File: src/rtl/bcd_down_counter_if.sv
// Bus interface for the cascaded BCD down counter: control strobes and
// reload data flow from the master into the counter; count and status
// flags flow back out.
interface bcd_down_counter_if #(
  parameter int DIGITS = 4
);
  localparam int WID = 4 * DIGITS;

  logic           tick;
  logic           start;
  logic           stop;
  logic           oneshot;
  logic           wr_reload;
  logic [WID-1:0] reload_din;
  logic           force_load;
  logic [WID-1:0] count;
  logic           running;
  logic           underflow;
  logic           zero;

  modport master (
    output tick, start, stop, oneshot, wr_reload, reload_din, force_load,
    input  count, running, underflow, zero
  );

  modport slave (
    input  tick, start, stop, oneshot, wr_reload, reload_din, force_load,
    output count, running, underflow, zero
  );
endinterface

File: src/rtl/bcd_down_counter.sv
// Multi-digit BCD down counter with reload register, one-shot and
// continuous modes, a one-cycle underflow pulse and a zero flag.
// Digit 0 sits in the low nibble; borrows ripple upward through the digits.
module bcd_down_counter #(
  parameter int DIGITS = 4,
  parameter int WID    = 4 * DIGITS
) (
  input  logic               clk,
  input  logic               rst_n,
  bcd_down_counter_if.slave  bus
);

  localparam logic [0:0] ST_STOP = 1'b0;
  localparam logic [0:0] ST_RUN  = 1'b1;

  logic [0:0]     state_q, state_d;
  logic [WID-1:0] count_q, count_d;
  logic [WID-1:0] reload_q, reload_d;
  logic           underflow_q, underflow_d;
  logic           countEn;
  logic           underflowEvt;

  // Ripple a borrow from digit 0 upward. A zero digit wraps to 9 and passes
  // the borrow on; any other digit (including non-BCD A..F) just drops by one
  // in binary and absorbs the borrow, so invalid codes are never corrected.
  function automatic logic [WID-1:0] bcdDecrement(input logic [WID-1:0] value,
                                                  input logic           borrowIn);
    logic           borrow;
    logic [3:0]     digit;
    logic [WID-1:0] result;
    borrow = borrowIn;
    result = value;
    for (int i = 0; i < DIGITS; i++) begin
      digit = value[4*i +: 4];
      if (borrow) begin
        if (digit == 4'd0) begin
          result[4*i +: 4] = 4'd9;
          borrow           = 1'b1;
        end else begin
          result[4*i +: 4] = digit - 4'd1;
          borrow           = 1'b0;
        end
      end
    end
    return result;
  endfunction

  // Next-state decode: force_load beats underflow beats plain decrement,
  // stop beats start, and a tick is judged against the current state only.
  always_comb begin
    countEn      = bus.tick && (state_q == ST_RUN);
    underflowEvt = countEn && (count_q == '0);

    reload_d = bus.wr_reload ? bus.reload_din : reload_q;

    count_d = count_q;
    if (bus.force_load) begin
      count_d = bus.wr_reload ? bus.reload_din : reload_q;
    end else if (underflowEvt) begin
      count_d = reload_q;
    end else if (countEn) begin
      count_d = bcdDecrement(count_q, countEn);
    end

    underflow_d = underflowEvt && !bus.force_load;

    state_d = state_q;
    if (bus.stop) begin
      state_d = ST_STOP;
    end else if ((state_q == ST_STOP) && bus.start) begin
      state_d = ST_RUN;
    end else if (underflow_d && bus.oneshot) begin
      state_d = ST_STOP;
    end
  end

  // Register update with synchronous active-low reset overriding all inputs.
  always_ff @(posedge clk) begin
    if (!rst_n) begin
      state_q     <= ST_STOP;
      count_q     <= '0;
      reload_q    <= '0;
      underflow_q <= 1'b0;
    end else begin
      state_q     <= state_d;
      count_q     <= count_d;
      reload_q    <= reload_d;
      underflow_q <= underflow_d;
    end
  end

  assign bus.count     = count_q;
  assign bus.running   = (state_q == ST_RUN);
  assign bus.underflow = underflow_q;
  assign bus.zero      = (count_q == '0);

endmodule

File: src/flat_wrapper.sv
// flat-port wrapper written by rule: the top's interface ports become plain ports
module bcd_down_counter_flat 
#(
  parameter int DIGITS = 4,
  parameter int WID    = 4 * DIGITS
)
  (clk, rst_n, bus_tick, bus_start, bus_stop, bus_oneshot, bus_wr_reload, bus_reload_din, bus_force_load, bus_count, bus_running, bus_underflow, bus_zero);
  bcd_down_counter_if #(.DIGITS(DIGITS)) bus_i ();
  input  logic clk;
  input  logic rst_n;
  input wire logic [$bits(bus_i.tick)-1:0] bus_tick;
  input wire logic [$bits(bus_i.start)-1:0] bus_start;
  input wire logic [$bits(bus_i.stop)-1:0] bus_stop;
  input wire logic [$bits(bus_i.oneshot)-1:0] bus_oneshot;
  input wire logic [$bits(bus_i.wr_reload)-1:0] bus_wr_reload;
  input wire logic [$bits(bus_i.reload_din)-1:0] bus_reload_din;
  input wire logic [$bits(bus_i.force_load)-1:0] bus_force_load;
  output wire logic [$bits(bus_i.count)-1:0] bus_count;
  output wire logic [$bits(bus_i.running)-1:0] bus_running;
  output wire logic [$bits(bus_i.underflow)-1:0] bus_underflow;
  output wire logic [$bits(bus_i.zero)-1:0] bus_zero;
  assign bus_i.tick = bus_tick;
  assign bus_i.start = bus_start;
  assign bus_i.stop = bus_stop;
  assign bus_i.oneshot = bus_oneshot;
  assign bus_i.wr_reload = bus_wr_reload;
  assign bus_i.reload_din = bus_reload_din;
  assign bus_i.force_load = bus_force_load;
  assign bus_count = bus_i.count;
  assign bus_running = bus_i.running;
  assign bus_underflow = bus_i.underflow;
  assign bus_zero = bus_i.zero;
  bcd_down_counter #(.DIGITS(DIGITS), .WID(WID)) u_core (.clk(clk), .rst_n(rst_n), .bus(bus_i));
endmodule
File: config.mk
export PLATFORM = sky130hd
export DESIGN_NAME = bcd_down_counter_flat
export DESIGN_NICKNAME = d
export VERILOG_FILES = /design/src/rtl/bcd_down_counter_if.sv /design/src/rtl/bcd_down_counter.sv /design/src/flat_wrapper.sv
export SDC_FILE = /design/constraint.sdc
export NUM_CORES = 1
export LEC_CHECK = 0
export BUFFER_PORTS_ARGS = -buffer_cell sky130_fd_sc_hd__buf_4
export CAP_MARGIN = 20
export CORE_ASPECT_RATIO = 1.1
export CORE_MARGIN = 2
export CORE_UTILIZATION = 56
export DETAILED_ROUTE_END_ITERATION = 6
export PLACE_DENSITY = 0.85
export SLEW_MARGIN = 20
export SYNTH_ARGS = -nofsm -noshare
export SYNTH_HDL_FRONTEND = slang
export SYNTH_SLANG_ARGS = --single-unit
File: constraint.sdc
create_clock -name clk -period 2.9 [get_ports clk]
set_input_delay 0.29 -clock clk [delete_from_list [all_inputs] [get_ports clk]]
set_output_delay 0.29 -clock clk [all_outputs]
set_load 0.02 [all_outputs]
## After elaboration in Yosys (flattened, before gate mapping)

Cells that the tools add are included.

| word-level totals | value |
|---|---|
| output and inout port bits | 19 |
| input bits | 24 |
| logic and storage cells | 60 |
| bits in registers | 34 |

| cells by class | value |
|---|---|
| reduce and logical (&&, ||, !) cells | 20 |
| $add $sub $neg | 4 |
| muxes and demuxes | 27 |
| bitwise logic cells | 2 |

Operators by type and width:

| operator | number |
|---|---|
| $mux W16 | 4 |
| $mux W4 | 7 |
| $logic_not A16 Y1 | 1 |
| $logic_not A4 Y1 | 4 |
| $mux W1 | 16 |
| $sub A4 B1 Y4 const B | 4 |
| $reduce_bool A3 Y1 | 4 |
| $reduce_and A2 Y1 | 3 |
| $logic_and A1 B1 Y1 | 5 |
| $not A1 Y1 | 2 |
| $reduce_bool A2 Y1 | 1 |
| $reduce_or A2 Y1 | 1 |
| $logic_not A1 Y1 | 1 |

## Depth between registers and ports, before layout

| depth | value |
|---|---|
| word-level depth | 17 |
| gate-level depth with buffers | 6 |
| gate-level depth less buffers | 4 |

## Least setup slack after synthesis

OpenSTA, ideal clock, no wires.

| timing | value |
|---|---|
| kind | reg2out |
| start | register u_core.count_q[15] (netlist: u_core.bus.count[15]) |
| end | output bus_zero |
| arrival | 1,809 ps |
| data required time | 2,610 ps |
| stages on the path, launching flop included | 4 |
| setup slack | 801 ps |
| cells stage by stage | dfxtp_1 -> or4_1 -> buf_4 -> nor4_1 |

| between the ends | value |
|---|---|
| cells in the longest elaborated chain, start to end | 1 |

RTL lines:

| element | line | text |
|---|---|---|
| start, declared | bcd_down_counter.sv:17 | `logic [WID-1:0] count_q, count_d;` |
| start signal, assigned | bcd_down_counter.sv:86 | `count_q <= count_d;` |
| $logic_not A16 Y1 | bcd_down_counter.sv:95 | `assign bus.zero = (count_q == '0);` |
| end, declared | flat_wrapper.sv:21 | `output wire logic [$bits(bus_i.zero)-1:0] bus_zero;` |

Every way passes these cells.

## Worst setup path after layout

Ends and elaborated chain as after synthesis.

==> summary.txt <==
Outcome
  – Status: finished clean

Layout
  – Non-filler instance count after layout: about 270
  – Diodes inserted: 0
  – Sequential cell area: approximately 700 um^2
  – Synthesis-to-finish area growth: 19.31%
  – Post-layout nets: around 260
  – Area of the multi-input gates: between 900 and 1000 um^2
  – Filler cells: 242
  – Share of cells above drive strength 1: around 24%

Clocking
  – H-tree depth: 2
  – Clock-pin transition on the worst setup and hold timing paths: about 0.09 ns
  – Post_cts resized: 0
  – Hold Buf Count CTS: 0
  – CTS Root Cell: clkbuf_4
  – CTS tree: built
  – CTS buffer count: 5
  – Clk buf depth: 2
  – CTS Sinks: 34
  – Setup Buffers After CTS: 0
  – Worst-Skew Late Latency: approximately 0.34 ns

STA
  – Endpoints failing hold: 0
  – Max Freq: 0.4376 GHz
  – Worst setup margin: 0.6150 ns
  – WHS: approximately 0.10 ns
  – Final period utilization: between 70 and 80%
  – Setup TNS: 0 ns
  – Max Clock Skew: 0.008685 ns
  – Slew HR: between 40 and 50%
  – # setup viols final: 0
  – Fin. max-slew vios: 0
  – RSZ-0062 raised after global routing: no
  – Tightest Pin Transition: 0.7761 ns
  – Crit path time final: 2.285 ns

Placed design
  – GPL Wtd Cong: between 0.8 and 0.9
  – DP HPWL: about 2900 um
  – Place WS: slightly above 0.9 ns
  – # port buffers: 42
  – Placed Cells: approximately 260

Worst setup path
  – CP Max Fanout: 9
  – Req. time, crit path: roughly 2.6 ns
  – R2R Path End: u_core.bus.count[11]$_SDFFE_PN0P_
  – R2R depth: 4
  – R2r setup slk: around 0.85 ns
  – Reg2reg start: u_core.bus.count[4]$_SDFFE_PN0P_
  – Crit path launch: u_core.bus.count[15]$_SDFFE_PN0P_
  – Crit Path Class: reg -> out
  – Startpoint Class: flip-flop
  – Crit path capture type: output pin
  – End point of the critical path: bus_zero
  – WP data arrival: between 1.5 and 2 ns

Synth
  – Post-Synthesis Cells: 198
  – Most frequent cell after synthesis: dfxtp_1
  – Most common library cells after synthesis: dfxtp_1, nor2_1, mux2i_1, nand2_1, nor3_1
  – FF+latch count, synth: 34
  – Mapped Avg Cell Area: 8.771 um^2
  – Syn_nets: between 200 and 250
  – FFs w/ async S/R, synth: 0%
  – Sequential fraction of the synthesis area: about 39%
  – Post-synth EDFFs: 0
  – Synthesized area: roughly 1700 um^2
  – Synth area leaders: dfxtp_1, mux2i_1, nor2_1
  – Yosys cell types: 51
  – Cell type with the highest aggregate area in the netlist: dfxtp_1
  – Synth Warn #: 0
  – Synth top area share: about two fifths
  – Ys flop type: dfxtp_1

Routing
  – Total Wirelength: 4185 um
  – DRC: 0
  – DR WL/cell: 15.62 um
  – Iter 0 DRT Violations: 94
  – Via count: approximately 1700
  – DR vias/cell: around 6.4
  – First drt pass iteration count: 5
  – Post-DRT Antenna Nets: 0

Global routing
  – Largest net degree at the start of global routing: 33
  – Initial antenna violation count: 0
  – Vias in the first global route: 1527
  – First-pass GRT wire length: ~7200 um
  – Total gr overflow: 0
  – GRT Total Usage: ~25%

Floorplanning
  – Die height: between 60 and 70 um
  – Io pins: 43
  – Site Rows: 21
  – Core Area: ~3000 um^2
  – Chip Width: 57.10 um
  – Die footprint: about 3600 um^2
  – Effective utilization at floorplan: around 58%

Worst hold path
  – Hold Path Class: in -> reg
  – Hold path startpoint: bus_stop

Pwr
  – IR drop worst, VDD: around 0.39 mV
  – Power per standard cell area: 488.4 nW/um^2
  – Lkg Pwr: 0.0008758 uW

Job
  – Max-Cap Viols: 0
## where the power goes
group          internal, uW  switching [uW]  total [uW]  leakage (uW)
clock                   109             154         263     0.0000302
sequential              496            36.3         533      0.000281
combinational          97.9             119         216      0.000565
## how the worst min path moves through the flow
stage / to / cells past startpoint / slack (ns)
6_report: u_core.bus.running$_SDFFE_PP0P_ / 2 / 0.10
5_1_grt: u_core.bus.running$_SDFFE_PP0P_ / 2 / 0.10
4_1_cts: u_core.bus.running$_SDFFE_PP0P_ / 2 / 0.1
3_5_place_dp: u_core.bus.count[2]$_SDFFE_PN0P_ / 1 / 0.45
3_3_place_gp: u_core.bus.count[2]$_SDFFE_PN0P_ / 1 / 0.45
2_1_floorplan: u_core.bus.running$_SDFFE_PP0P_ / 1 / 0.37
## cell families (layout without fill, tap and decap cells)
kind of cell	after synthesis	count (layout)	share of synthesized area, %
AND/OR/NAND/NOR	81	81	24.57
AO/OA/AOI/OAI	50	50	21.04
flip-flops	34	34	39.19
multiplexers	17	17	9.798
buffers and inverters	15	51	4.898
XOR/XNOR	1	1	0.5044
## flip-flops by register name, summed over array words and instances (netlist names)
name,cells
u_core.bus.running,1
u_core.bus.count,16
u_core.reload_q,16
u_core.bus.underflow,1
## cell usage in the layout (no fill, tap or decap), types with 2 or more instances in the layout
| cell type | instances |
|---|---|
| o311ai_0 | 3 |
| a21oi_1 | 8 |
| clkbuf_4 | 5 |
| or4_4 | 2 |
| buf_4 | 42 |
| a32oi_1 | 2 |
| a31oi_1 | 5 |
| o2bb2ai_1 | 3 |
| nor3_1 | 10 |
| nor2_1 | 25 |
| nand3_1 | 6 |
| o21ai_0 | 7 |
| a22o_1 | 2 |
| nor4_1 | 7 |
| a32o_1 | 2 |
| inv_1 | 3 |
| a211oi_1 | 2 |
| dfxtp_1 | 34 |
| or3_1 | 3 |
| nand2_1 | 13 |
| or4_1 | 3 |
| mux2i_1 | 17 |
| o31ai_1 | 5 |
## final cells by class
cell class / count / area share, %
repair buffers: 42 / 15.22
multi-input cells: 149 / 46.86
clock buffers: 6 / 2.476
flip-flops and latches: 34 / 32.85
inverters: 3 / 0.5435
well taps: 34 / 2.053
## worst max-delay path, cell delays in order (launching register included)
cell and delay [ns]:
dfxtp_1 0.37, or4_1 0.70, nor4_1 0.39, buf_4 0.21
## per-stage QoR
step           utilization, %  total power [uW]  instance area, um^2
2_1_floorplan               -             681.4                 1737
3_3_place_gp            67.46             753.9                 2021
3_5_place_dp            67.46             757.1                 2021
4_1_cts                 69.17              1015                 2072
5_1_grt                 69.17              1065                 2072
6_report                69.17              1012                 2072
## per-layer routing
layer | track usage (%) | vias up | share of wire [%]
met1 | 36.22 | 809 | 46
met4 | 9.012 | 0 | 1.6
met5 | 0 | - | 0
met2 | 36.49 | 57 | 46
li1 | - | 830 | -
met3 | 6.832 | 8 | 6.3
(Power assumes the default switching activity.)
